$ cat config.mk
export PLATFORM = sky130hd
export DESIGN_NAME = dcm_drp_master
export DESIGN_NICKNAME = d
export VERILOG_FILES = /design/src/rtl/dcm_drp_pkg.sv /design/src/rtl/dcm_drp_master.sv
export SDC_FILE = /design/constraint.sdc
export NUM_CORES = 1
export LEC_CHECK = 0
export BUFFER_PORTS_ARGS = -buffer_cell sky130_fd_sc_hd__buf_2
export CORE_MARGIN = 8
export CORE_UTILIZATION = 49
export CTS_BUF_LIST = sky130_fd_sc_hd__clkbuf_4 sky130_fd_sc_hd__clkbuf_8 sky130_fd_sc_hd__clkbuf_16
export CTS_CLUSTER_SIZE = 20
export DETAILED_ROUTE_END_ITERATION = 10
export PLACE_DENSITY = 0.75
export REMOVE_ABC_BUFFERS = 1
export SLEW_MARGIN = 40
export SYNTH_ARGS = -nofsm -noshare
export SYNTH_HDL_FRONTEND = slang
export SYNTH_SLANG_ARGS = --single-unit
$ cat constraint.sdc
create_clock -name DCLK -period 2.1 [get_ports DCLK]
set_clock_uncertainty 0.05 [all_clocks]
set_input_delay 0.315 -clock DCLK [delete_from_list [all_inputs] [get_ports DCLK]]
set_output_delay 0.315 -clock DCLK [all_outputs]
set_load 0.01 [all_outputs]
$ cat src/rtl/dcm_drp_pkg.sv
// Shared types and constants for the DCM DRP retune master.
// Holds the DFS register layout, the legal CLKFX M/D ranges and the FSM state encoding.
package dcm_drp_pkg;

  typedef enum logic [3:0] {
    ST_IDLE,
    ST_HOLD,
    ST_WR,
    ST_WR_WAIT,
    ST_RD,
    ST_RD_WAIT,
    ST_RELEASE,
    ST_LOCK_WAIT,
    ST_FIN
  } state_t;

  localparam logic [6:0] DFS_ADDR_DEFAULT = 7'h50;

  localparam int DFS_MULT_MSB = 15;
  localparam int DFS_MULT_LSB = 8;
  localparam int DFS_DIV_MSB  = 7;
  localparam int DFS_DIV_LSB  = 0;

  localparam logic [7:0] MULT_MIN = 8'd2;
  localparam logic [7:0] MULT_MAX = 8'd33;
  localparam logic [7:0] DIV_MIN  = 8'd1;
  localparam logic [7:0] DIV_MAX  = 8'd32;

  function automatic logic md_legal(input logic [7:0] m, input logic [7:0] d);
    return (m >= MULT_MIN) && (m <= MULT_MAX) && (d >= DIV_MIN) && (d <= DIV_MAX);
  endfunction

  // The DFS register stores both ratios minus one.
  function automatic logic [15:0] dfs_word(input logic [7:0] m, input logic [7:0] d);
    logic [15:0] w;
    w = '0;
    w[DFS_MULT_MSB:DFS_MULT_LSB] = m - 8'd1;
    w[DFS_DIV_MSB:DFS_DIV_LSB]   = d - 8'd1;
    return w;
  endfunction

endpackage

$ cat src/rtl/dcm_drp_master.sv
// DRP initiator: holds the DCM in reset, writes/verifies the DFS M/D word, releases and waits for LOCKED.
// Latency RST_HOLD_CYCLES + 6 + two DRP round trips + lock time; REQ_READY only in IDLE, no queueing.
// Optional lock timeout under macro DCM_LOCK_TIMEOUT_EN (otherwise LOCK_WAIT waits forever).
module dcm_drp_master
  import dcm_drp_pkg::*;
#(
  parameter logic [6:0] DFS_ADDR        = DFS_ADDR_DEFAULT,
  parameter int         RST_HOLD_CYCLES = 8,
  parameter int         LOCK_TIMEOUT    = 1000000
) (
  input  logic        DCLK,
  input  logic        RST_N,
  input  logic        REQ_VALID,
  output logic        REQ_READY,
  input  logic [7:0]  REQ_MULT,
  input  logic [7:0]  REQ_DIV,
  output logic        DONE,
  output logic        ERR,
  output logic [6:0]  DADDR,
  output logic [15:0] DI,
  output logic        DEN,
  output logic        DWE,
  input  logic [15:0] DO,
  input  logic        DRDY,
  output logic        DCM_RST,
  input  logic        LOCKED
);

  if (RST_HOLD_CYCLES < 1 || LOCK_TIMEOUT < 1) begin : g_param_check
    $error("dcm_drp_master: RST_HOLD_CYCLES and LOCK_TIMEOUT must be >= 1");
  end

  // One down-counter covers the reset hold and, when enabled, the lock timeout.
`ifdef DCM_LOCK_TIMEOUT_EN
  localparam int CNT_MAX = (LOCK_TIMEOUT > RST_HOLD_CYCLES) ? LOCK_TIMEOUT : RST_HOLD_CYCLES;
`else
  localparam int CNT_MAX = RST_HOLD_CYCLES;
`endif
  localparam int CW = (CNT_MAX < 2) ? 1 : $clog2(CNT_MAX + 1);

  localparam logic [CW-1:0] HOLD_LOAD = CW'(RST_HOLD_CYCLES - 1);
`ifdef DCM_LOCK_TIMEOUT_EN
  localparam logic [CW-1:0] LOCK_LOAD = CW'(LOCK_TIMEOUT - 1);
`endif

  state_t        state;
  logic [CW-1:0] cnt;
  logic [15:0]   word_q;

  always_ff @(posedge DCLK or negedge RST_N) begin
    if (!RST_N) begin
      state     <= ST_IDLE;
      cnt       <= '0;
      word_q    <= '0;
      REQ_READY <= 1'b1;
      DONE      <= 1'b0;
      ERR       <= 1'b0;
      DADDR     <= '0;
      DI        <= '0;
      DEN       <= 1'b0;
      DWE       <= 1'b0;
      DCM_RST   <= 1'b0;
    end else begin
      DONE <= 1'b0;
      case (state)
        ST_IDLE: begin
          if (REQ_VALID && REQ_READY) begin
            ERR <= 1'b0;
            if (md_legal(REQ_MULT, REQ_DIV)) begin
              word_q    <= dfs_word(REQ_MULT, REQ_DIV);
              cnt       <= HOLD_LOAD;
              DCM_RST   <= 1'b1;
              REQ_READY <= 1'b0;
              state     <= ST_HOLD;
            end else begin
              // Rejected without touching the DRP or the DCM reset.
              DONE <= 1'b1;
              ERR  <= 1'b1;
            end
          end
        end

        ST_HOLD: begin
          if (cnt == '0) begin
            DEN   <= 1'b1;
            DWE   <= 1'b1;
            DADDR <= DFS_ADDR;
            DI    <= word_q;
            state <= ST_WR;
          end else begin
            cnt <= cnt - 1'b1;
          end
        end

        ST_WR: begin
          DEN   <= 1'b0;
          DWE   <= 1'b0;
          state <= ST_WR_WAIT;
        end

        ST_WR_WAIT: begin
          if (DRDY) begin
            DEN   <= 1'b1;
            state <= ST_RD;
          end
        end

        ST_RD: begin
          DEN   <= 1'b0;
          state <= ST_RD_WAIT;
        end

        // A bad readback is flagged but the DCM is still released.
        ST_RD_WAIT: begin
          if (DRDY) begin
            if (DO != DI) ERR <= 1'b1;
            state <= ST_RELEASE;
          end
        end

        ST_RELEASE: begin
          DCM_RST <= 1'b0;
`ifdef DCM_LOCK_TIMEOUT_EN
          cnt     <= LOCK_LOAD;
`endif
          state   <= ST_LOCK_WAIT;
        end

        ST_LOCK_WAIT: begin
          if (LOCKED) begin
            DONE  <= 1'b1;
            state <= ST_FIN;
          end
`ifdef DCM_LOCK_TIMEOUT_EN
          else if (cnt == '0) begin
            DONE  <= 1'b1;
            ERR   <= 1'b1;
            state <= ST_FIN;
          end else begin
            cnt <= cnt - 1'b1;
          end
`endif
        end

        ST_FIN: begin
          REQ_READY <= 1'b1;
          state     <= ST_IDLE;
        end

        default: begin
          DEN       <= 1'b0;
          DWE       <= 1'b0;
          REQ_READY <= 1'b1;
          state     <= ST_IDLE;
        end
      endcase
    end
  end

endmodule
---- After elaboration in Yosys (flattened, before gate mapping) ----
Cells that the tools add are included.
word-level totals
  flip-flop bits (word level) ............. 47
  latch bits .............................. 0
  RAM bits ................................ 0
  memory bits (read-only) ................. 0
  bits of input ports ..................... 37
  output and inout bits ................... 29
  logic and storage cells ................. 88
  memories ................................ 0
cells by class
  $add $sub $neg .......................... 3
  multiply operators ...................... 0
  divide/modulo/power cells ............... 0
  order comparisons ....................... 4
  eq/ne operators ......................... 17
  shift-type cells ........................ 0
  mux-type cells .......................... 29
  bitwise gates (word level) .............. 3
  reductions and logical operators ........ 21
operators with widths
  kind                                                             number
  two-way mux 4 bit                                                9
  one-hot mux 4 bit (8 select lines)                               1
  equality test 4 x 3 -> 1 bit (second input constant)             4
  less-or-equal comparator 8 x 6 -> 1 bit (second input constant)  2
  inequality test 16 bit                                           1
  inequality test 2 bit (second input constant)                    8
  subtractor 8 x 1 -> 8 bit (second input constant)                2
  OR reduction 7 bit                                               2
  two-way mux 1 bit                                                12
  AND reduction 3 bit                                              4
  one-hot mux 1 bit (2 select lines)                               5
  equality test 4 x 2 -> 1 bit (second input constant)             2
  >= comparator 8 x 1 -> 1 bit (second input constant)             1
  >= comparator 8 x 2 -> 1 bit (second input constant)             1
  logical NOT 4 bit                                                2
  one-hot mux 4 bit (2 select lines)                               1
  AND reduction 4 bit                                              2
  AND reduction 6 bit                                              1
  nonzero test 2 bit                                               3
  OR reduction 5 bit                                               1
  equality test 4 x 1 -> 1 bit (second input constant)             1
  equality test 4 bit (second input constant)                      1
  logical AND 1 bit                                                4
  AND reduction 2 bit                                              2
  3 further kinds                                                  5

---- Longest topological paths before layout ----
Gate-level depths: netlist of run 1.
  word-level depth ........................ 7
  depth in mapped cells ................... 9
  gate-level depth less buffers ........... 7

---- Least setup slack after synthesis of run 1 ----
OpenSTA, ideal clock, no wires.
  path type ............................... input to register
  from .................................... in REQ_DIV[1]
  to ...................................... reg cnt[3]
  library setup time ...................... 121 ps
  arrival ................................. 1728 ps
  data required time ...................... 1929 ps
  path slack .............................. 201 ps
  stages on the path ...................... 7
  path buffers ............................ 0
  path through ............................ inv_1 ha_1 nor4b_1 mux2i_1 nand4_1 and2_2 a22o_1
on the way
  cells in the longest elaborated chain, start to end .. 5
  elaborated cells on any way between the ends .. 6
  those cells by class .................... 2 x order compare; 1 x eq/ne; 3 x reduce/logical
ends and longest elaborated chain
  what                               RTL line              RTL
  from (decl)                        dcm_drp_master.sv:16  input logic [7:0] REQ_DIV,
  >= comparator 8 x 1 -> 1 bit       dcm_drp_pkg.sv:30     return (m >= MULT_MIN) && (m <= MULT_MAX) && (d >= DIV_MIN) && (d <= DIV_MAX);
  logical AND 1 bit                  dcm_drp_pkg.sv:30
  logical AND 1 bit *                dcm_drp_pkg.sv:30
  inequality test 2 bit (no line) *  --
  AND reduction 4 bit (no line) *    --
  to (signal assigned)               dcm_drp_master.sv:91  cnt <= cnt - 1'b1;
  to (decl)                          dcm_drp_master.sv:47  logic [CW-1:0] cnt;
Mark *: on every way between the ends. The rest lies on a longest branch, timed or not.
A chain may end at the register's enable or synchronous reset.

---- Worst setup path after layout of run 1 ----
  from .................................... reg cnt[0]
  to ...................................... reg DEN
on the way
  cells in the longest elaborated chain, start to end .. 3
ends and longest elaborated chain
  what                             RTL line               RTL
  logical NOT 4 bit                dcm_drp_master.sv:84   if (cnt == '0) begin
  inequality test 2 bit (no line)  --
  AND reduction 3 bit (no line)    --
  to (signal assigned)             dcm_drp_master.sv:85   DEN <= 1'b1;
  to (signal assigned)             dcm_drp_master.sv:96   DEN <= 1'b0;
  to (signal assigned)             dcm_drp_master.sv:103  DEN <= 1'b1;
  to (decl)                        dcm_drp_master.sv:21   output logic DEN,
No other way between the ends.

==> results of run 1 <==
worst max-delay path, delay by kind of cell (launching register included):
family | cells | cell delay (ns)
compound gates | 4 | 0.48
fa+ha+maj | 1 | 0.21
simple gates | 1 | 0.62
buf+inv | 1 | 0.10
flops | 1 | 0.40
through the flow:
stage	utilization (%)	TNS, ns	std cells
floorplan	-	-13.44	234
CTS	60.73	0	388
finish	60.73	0	388
detailed placement	58.60	-0.08610	379
global route	60.73	0	388
global placement	58.60	0	379
state kept, by name, indices dropped and copies added, names as in the netlist:
| register | count |
|---|---|
| DONE | 1 |
| state | 4 |
| DADDR | 1 |
| DI | 16 |
| DEN | 1 |
| REQ_READY | 1 |
| DWE | 1 |
| DCM_RST | 1 |
| word_q | 16 |
| cnt | 4 |
| ERR | 1 |
where the power goes:
| group | switching (mW) | internal [mW] |
|---|---|---|
| Clock | 0.302 | 0.283 |
| Combinational | 0.502 | 0.441 |
| Sequential | 0.116 | 1.06 |
| Total | 0.919 | 1.78 |
path summary, 6_finish.rpt:
check | endpoint | cells past startpoint | start | slack [ns]
worst max-delay path | DEN$_DFFE_PN0P_ | 7 | cnt[0]$_DFFE_PN0P_ | 0.15
worst min-delay path | word_q[8]$_DFFE_PN0P_ | 2 | REQ_MULT[0] | 0.23
worst max register to register | DEN$_DFFE_PN0P_ | 7 | cnt[0]$_DFFE_PN0P_ | 0.15
worst min register to register | word_q[0]$_DFFE_PN0P_ | 2 | word_q[0]$_DFFE_PN0P_ | 0.43
max in group asynchronous | word_q[9]$_DFFE_PN0P_ | 3 | RST_N | 1.02
min in group asynchronous | DADDR[4]$_DFFE_PN0P_ | 2 | RST_N | 0.47
layer usage:
layer	share of wire (%)	vias to the layer above	wire, um
li1	-	980	-
met1	43	969	2451
met2	48	61	2722
met3	6.7	7	375
met4	1.5	0	85
met5	0	-	0
logic make-up (layout without fill, tap and decap cells):
logic type      count (synthesis)  count (layout)  synth area share (%)
flops                          47              47                 45.64
compound gates                 44              44                 11.25
other cells                     1               5                0.1454
fa+ha+maj                       6               6                 2.910
xor+xnor                       28              28                 9.505
simple gates                   72              72                 15.32
buf+inv                        27              96                 6.692
mux                            20              20                 8.535
final cells by class:
class	count	area share [%]
clock buffer	7	2.904
clock inverter	1	0.2824
inverter	12	1.452
tap	70	2.824
sequential	47	37.96
multi-input combinational	175	40.14
timing repair buffer	76	14.44
what timing repair did:
| item | CTS | global route |
|---|---|---|
| gates resized for setup | 0 | 0 |
| buffers inserted | 0 | 0 |
| hold buffers | 1 | 0 |
| hold endpoints to repair | 20 | 0 |
cells in the final DEF (no fill, tap or decap), drive strengths merged, types with 2 or more instances in the layout:
cell    synthesis  layout
a21oi           8       8
buf            12      75
clkbuf          3       7
conb            1       5
dfrtp          46      46
ha              6       6
inv            12      12
mux2           16      16
mux2i           4       4
nand2          22      22
nand2b          3       3
nand3           4       4
nor2           13      13
nor2b           3       3
nor3            6       6
nor3b           2       2
nor4            7       7
nor4b           2       2
o21a            2       2
o21ai          22      22
o41ai           2       2
or3             2       2
or4             3       3
or4b            2       2
xnor2          12      12
xor2           16      16
==> impl_metrics.ini, run 1 <==
[routing]
wire_per_inst_um = 14.52
wl_um = 5635
drt_pass1_iterations = 4
num_vias = 2017
drc = 0
ant_nets = 0
drt_iter0_drc = 131
routed_via_density = 5.198

[run_status]
status = finished, final reports clean

[timing]
holdWs_ns = 0.2253
relSlewSlack_pct = 64.83
fmax_mhz = 512.3
setup_viol = 0
min_period_over_period_pct = 92.96
hold_viol = 0
period_needed_ns = 1.952
timing.final.ws_setup_ns = 0.1478
rsz0062_at_grt = false
finalMaxSlewViolations = 0
worstMarginPinSlew_ns = 0.5275

[floorplan]
die_area_um2 = 7843
start_util_pct = 50.51
rows = 26
fp.coreArea_um2 = 5107
io_pins = 66
die_x_um = 88.56
die_y_um = 88.56

[clocking]
cts-root-buf = clkbuf_8
clk_path_buf_depth = 2
clk_pin_slew_worst_paths_ns = 0.09
cts_sinks = 47
cts-buffers-inserted = 5
insertion_delay_ns = 0.30
htreeDepth = 2
cts_tree = built

[critical_path]
crit_path_max_incr_delay_ns = 0.62
critical_path_class = reg2reg
crit_required_ns = 2.25
cp-end-kind = flip-flop
path_cells = inv_1 -> ha_1 -> or4b_2 -> a21oi_1 -> o21ai_0 -> o41a_1 -> o41ai_1
cpMaxStageDelayCell = or4b_2
critPathArrivalTime_ns = 2.10
cp_max_fo = 4
start_kind = flip-flop

[synth]
synth_most_common_cell = dfrtp_1
ys_top_cells_by_area = dfrtp_1, mux2_2, xor2_1
ys_ff_latch = 47
yosysTopAreaCell = dfrtp_1
synthTopCellsByCount = dfrtp_1, nand2_1, mux2_2, xor2_1, o21ai_0
synth_seq_area_share_pct = 45.64
ys_warn_count = 0
synth.distinct_cells = 50
synth_cells = 245
synth_edf_count = 0
yosysTopAreaCellShare_pct = 44.62
ys_async_sr_fraction_pct = 100.0
synth_area_um2 = 2580
ys.flop_type = dfrtp_1
syn_area_per_cell_um2 = 10.53

[grt]
grt_max_degree = 38
antenna_found_initial = 0
grt_overflow = 0
busiest_layer = met2
grt_use_met3_pct = 4.085
grt_pass1_wl_um = 9121
grt_pass1_vias = 1958
use_met1_pct = 18.84
grt_usage_pct = 14.93
grtUsageMet2_pct = 23.83

[flow_run]
cap_violations = 0

[pwr]
p_total_mw = 2.704
p_leak_nw = 1.562
power_density_nw_per_um2 = 871.8
max-vdd-ir-drop_mv = 0.5335

[final_layout]
design_area_um2 = 3102
drive_gt1_share_pct = 36.16
fin_nets = 360
multi_input_area_um2 = 1245
seq_area_um2 = 1177
diodes = 0
syn_to_final_growth_pct = 20.22
fill_cells = 453

[placed_design]
place_congestion = 0.8498
port_buffers = 60
dp_hpwl_um = 4470
place_area_um2 = 2993
place_ws_ns = -0.05056

[hold_path]
hold_path_class = in2reg
Power figures use the tool's default switching activity.
==> run 2: changes to the inputs <==
- ABC_AREA: not set -> 1
- ABC_CLOCK_PERIOD_IN_PS: not set -> 2100
- PLACE_DENSITY: 0.75 -> 0.74
==> impl_metrics.ini, run 2 <==
[clocking]
htreeDepth = 2
cts-root-buf = clkbuf_8
cts_sinks = 47
cts_resized = 0
cts_tree = built
clk_path_buf_depth = 2
insertion_delay_ns = 0.31
cts-buffers-inserted = 5
ctsHoldBuffers = 1
clk_pin_slew_worst_paths_ns = 0.09
cts_setup_buffers = 0

[placed_design]
place_congestion = 0.8503
place_area_um2 = 3238
port_buffers = 60
dp.cells = 506
dp_hpwl_um = 4677

[synth]
ys_ff_latch = 47
yosysTopAreaCellShare_pct = 40.14
ys.flop_type = dfrtp_1
synth_most_common_cell = nand2_1
synth_seq_area_share_pct = 41.06
synth_edf_count = 0
synth_area_um2 = 2868
ys_top_cells_by_area = dfrtp_1, nand2_1, inv_1
syn_area_per_cell_um2 = 7.668
synth_cells = 374
synth.distinct_cells = 31
ys_async_sr_fraction_pct = 100.0
synthTopCellsByCount = nand2_1, inv_1, nor2_1
ys_warn_count = 0
yosysTopAreaCell = dfrtp_1

[pwr]
p_sw_mw = 1.420
power_density_nw_per_um2 = 1036
max-vdd-ir-drop_mv = 0.4959
combPwrFrac_pct = 43.4
p_leak_nw = 1.896
p_clk_share_pct = 16.1
seqPwrFrac_pct = 40.5
p_sw_share_pct = 41.10
p_int_mw = 2.035

[critical_path]
critPathArrivalTime_ns = 1.85
critical_path_class = reg2reg
cp_max_fo = 23
cp-end-kind = flip-flop
crit_required_ns = 2.24
start_kind = flip-flop

[final_layout]
final_util_pct = 57.71
final_cells = 514
final_cell_mix = nand2_1, buf_2, inv_1
reg_top3 = DI: 16 flops, word_q: 16 flops
drive_gt1_share_pct = 28.70
fin_nets = 482
syn_to_final_growth_pct = 16.32
diodes = 0
fill_cells = 534
design_area_um2 = 3336
layout_commonest_cell = nand2_1

[routing]
drc = 0
wl_um = 5970
routed_via_density = 4.675
drt_pass1_iterations = 4
wire_per_inst_um = 11.61
num_vias = 2403
drt_iter0_drc = 110
ant_nets = 0

[grt]
use_met1_pct = 16.36
antenna_found_initial = 0
grt_usage_pct = 14.41
grt_pass1_vias = 2357
grt_use_met3_pct = 2.589
busiest_layer = met2
grt_pass1_wl_um = 10090
grt_overflow = 0
grtUsageMet2_pct = 25.21
grt_max_degree = 48

[run_status]
status = finished, final reports clean

[timing]
setup_viol = 0
hold_viol = 0
finalMaxSlewViolations = 0
rsz0062_at_grt = false
period_needed_ns = 1.710
fmax_mhz = 584.6
setup_tns_ns = 0
min_period_over_period_pct = 81.45

[flow_run]
cap_violations = 0

[hold_path]
hold_path_class = in2reg

[floorplan]
start_util_pct = 49.61
rows = 28
die_area_um2 = 8556
fp.coreArea_um2 = 5781
die_x_um = 92.50
io_pins = 66
die_y_um = 92.50
## run 2: stage by stage
stage	hold WS, ns	power (mW)	worst slack (ns)
2_1_floorplan	-0.03059	2.433	0.2407
3_3_place_gp	0.2650	2.873	0.1620
3_5_place_dp	0.2779	2.925	0.1285
4_1_cts	0.1577	3.488	0.3925
5_1_grt	0.1596	3.757	0.2450
6_report	0.1602	3.456	0.3895
## run 2: cell type report
type,instances,area (um2),share of cell area [%]
timing repair buffer,66,372.9,11.18
multi-input combinational,256,1368,41.00
inverter,63,236.5,7.089
tap,75,93.84,2.813
clock buffer,6,82.58,2.476
sequential,47,1177,35.30
clock inverter,1,5.005,0.1500
## run 2: per-layer routing
metal / part of all wire [%] / up-vias / wire, um
met5: 0 / - / 0
met4: 2.2 / 0 / 131
met3: 4.9 / 10 / 295
met2: 50 / 51 / 2974
met1: 43 / 1081 / 2568
li1: - / 1261 / -
## run 2: path summary, 6_finish.rpt
kind,start,end,slack [ns],cells after the start
min,REQ_MULT[0],word_q[8]$_DFFE_PN0P_,0.16,2
min reg2reg,cnt[1]$_DFFE_PN0P_,cnt[1]$_DFFE_PN0P_,0.43,2
max reg2reg,state[3]$_DFFE_PN0P_,DI[13]$_DFFE_PN0P_,0.39,6
min in group asynchronous,RST_N,word_q[8]$_DFFE_PN0P_,0.47,3
max,state[3]$_DFFE_PN0P_,DI[13]$_DFFE_PN0P_,0.39,6
max in group asynchronous,RST_N,REQ_READY$_DFFE_PN1P_,1.27,3
## run 2: kinds of logic (layout without fill, tap and decap cells)
group | after synthesis | in the layout | synth area share (%)
simple gates | 189 | 189 | 29.01
fa+ha+maj | 6 | 6 | 2.618
mux | 4 | 4 | 1.963
compound gates | 39 | 39 | 9.468
buf+inv | 75 | 136 | 11.78
xor+xnor | 13 | 13 | 3.970
other cells | 1 | 5 | 0.1308
flops | 47 | 47 | 41.06
## run 2: worst max-delay path, stage by stage (launching register included)
cell and delay (ns):
dfrtp_1 0.45, nor2_2 0.16, nand2_1 0.13, nor2_2 0.17
nand2_1 0.09, buf_4 0.22, mux2_4 0.31
## run 2: power groups by stage
stage          clock network [mW]  logic, mW  registers [mW]
2_1_floorplan                   0      0.949            1.48
3_3_place_gp                    0       1.47            1.40
3_5_place_dp                    0       1.51            1.42
4_1_cts                     0.567       1.52            1.40
5_1_grt                     0.601       1.71            1.44
6_report                    0.555       1.50            1.40
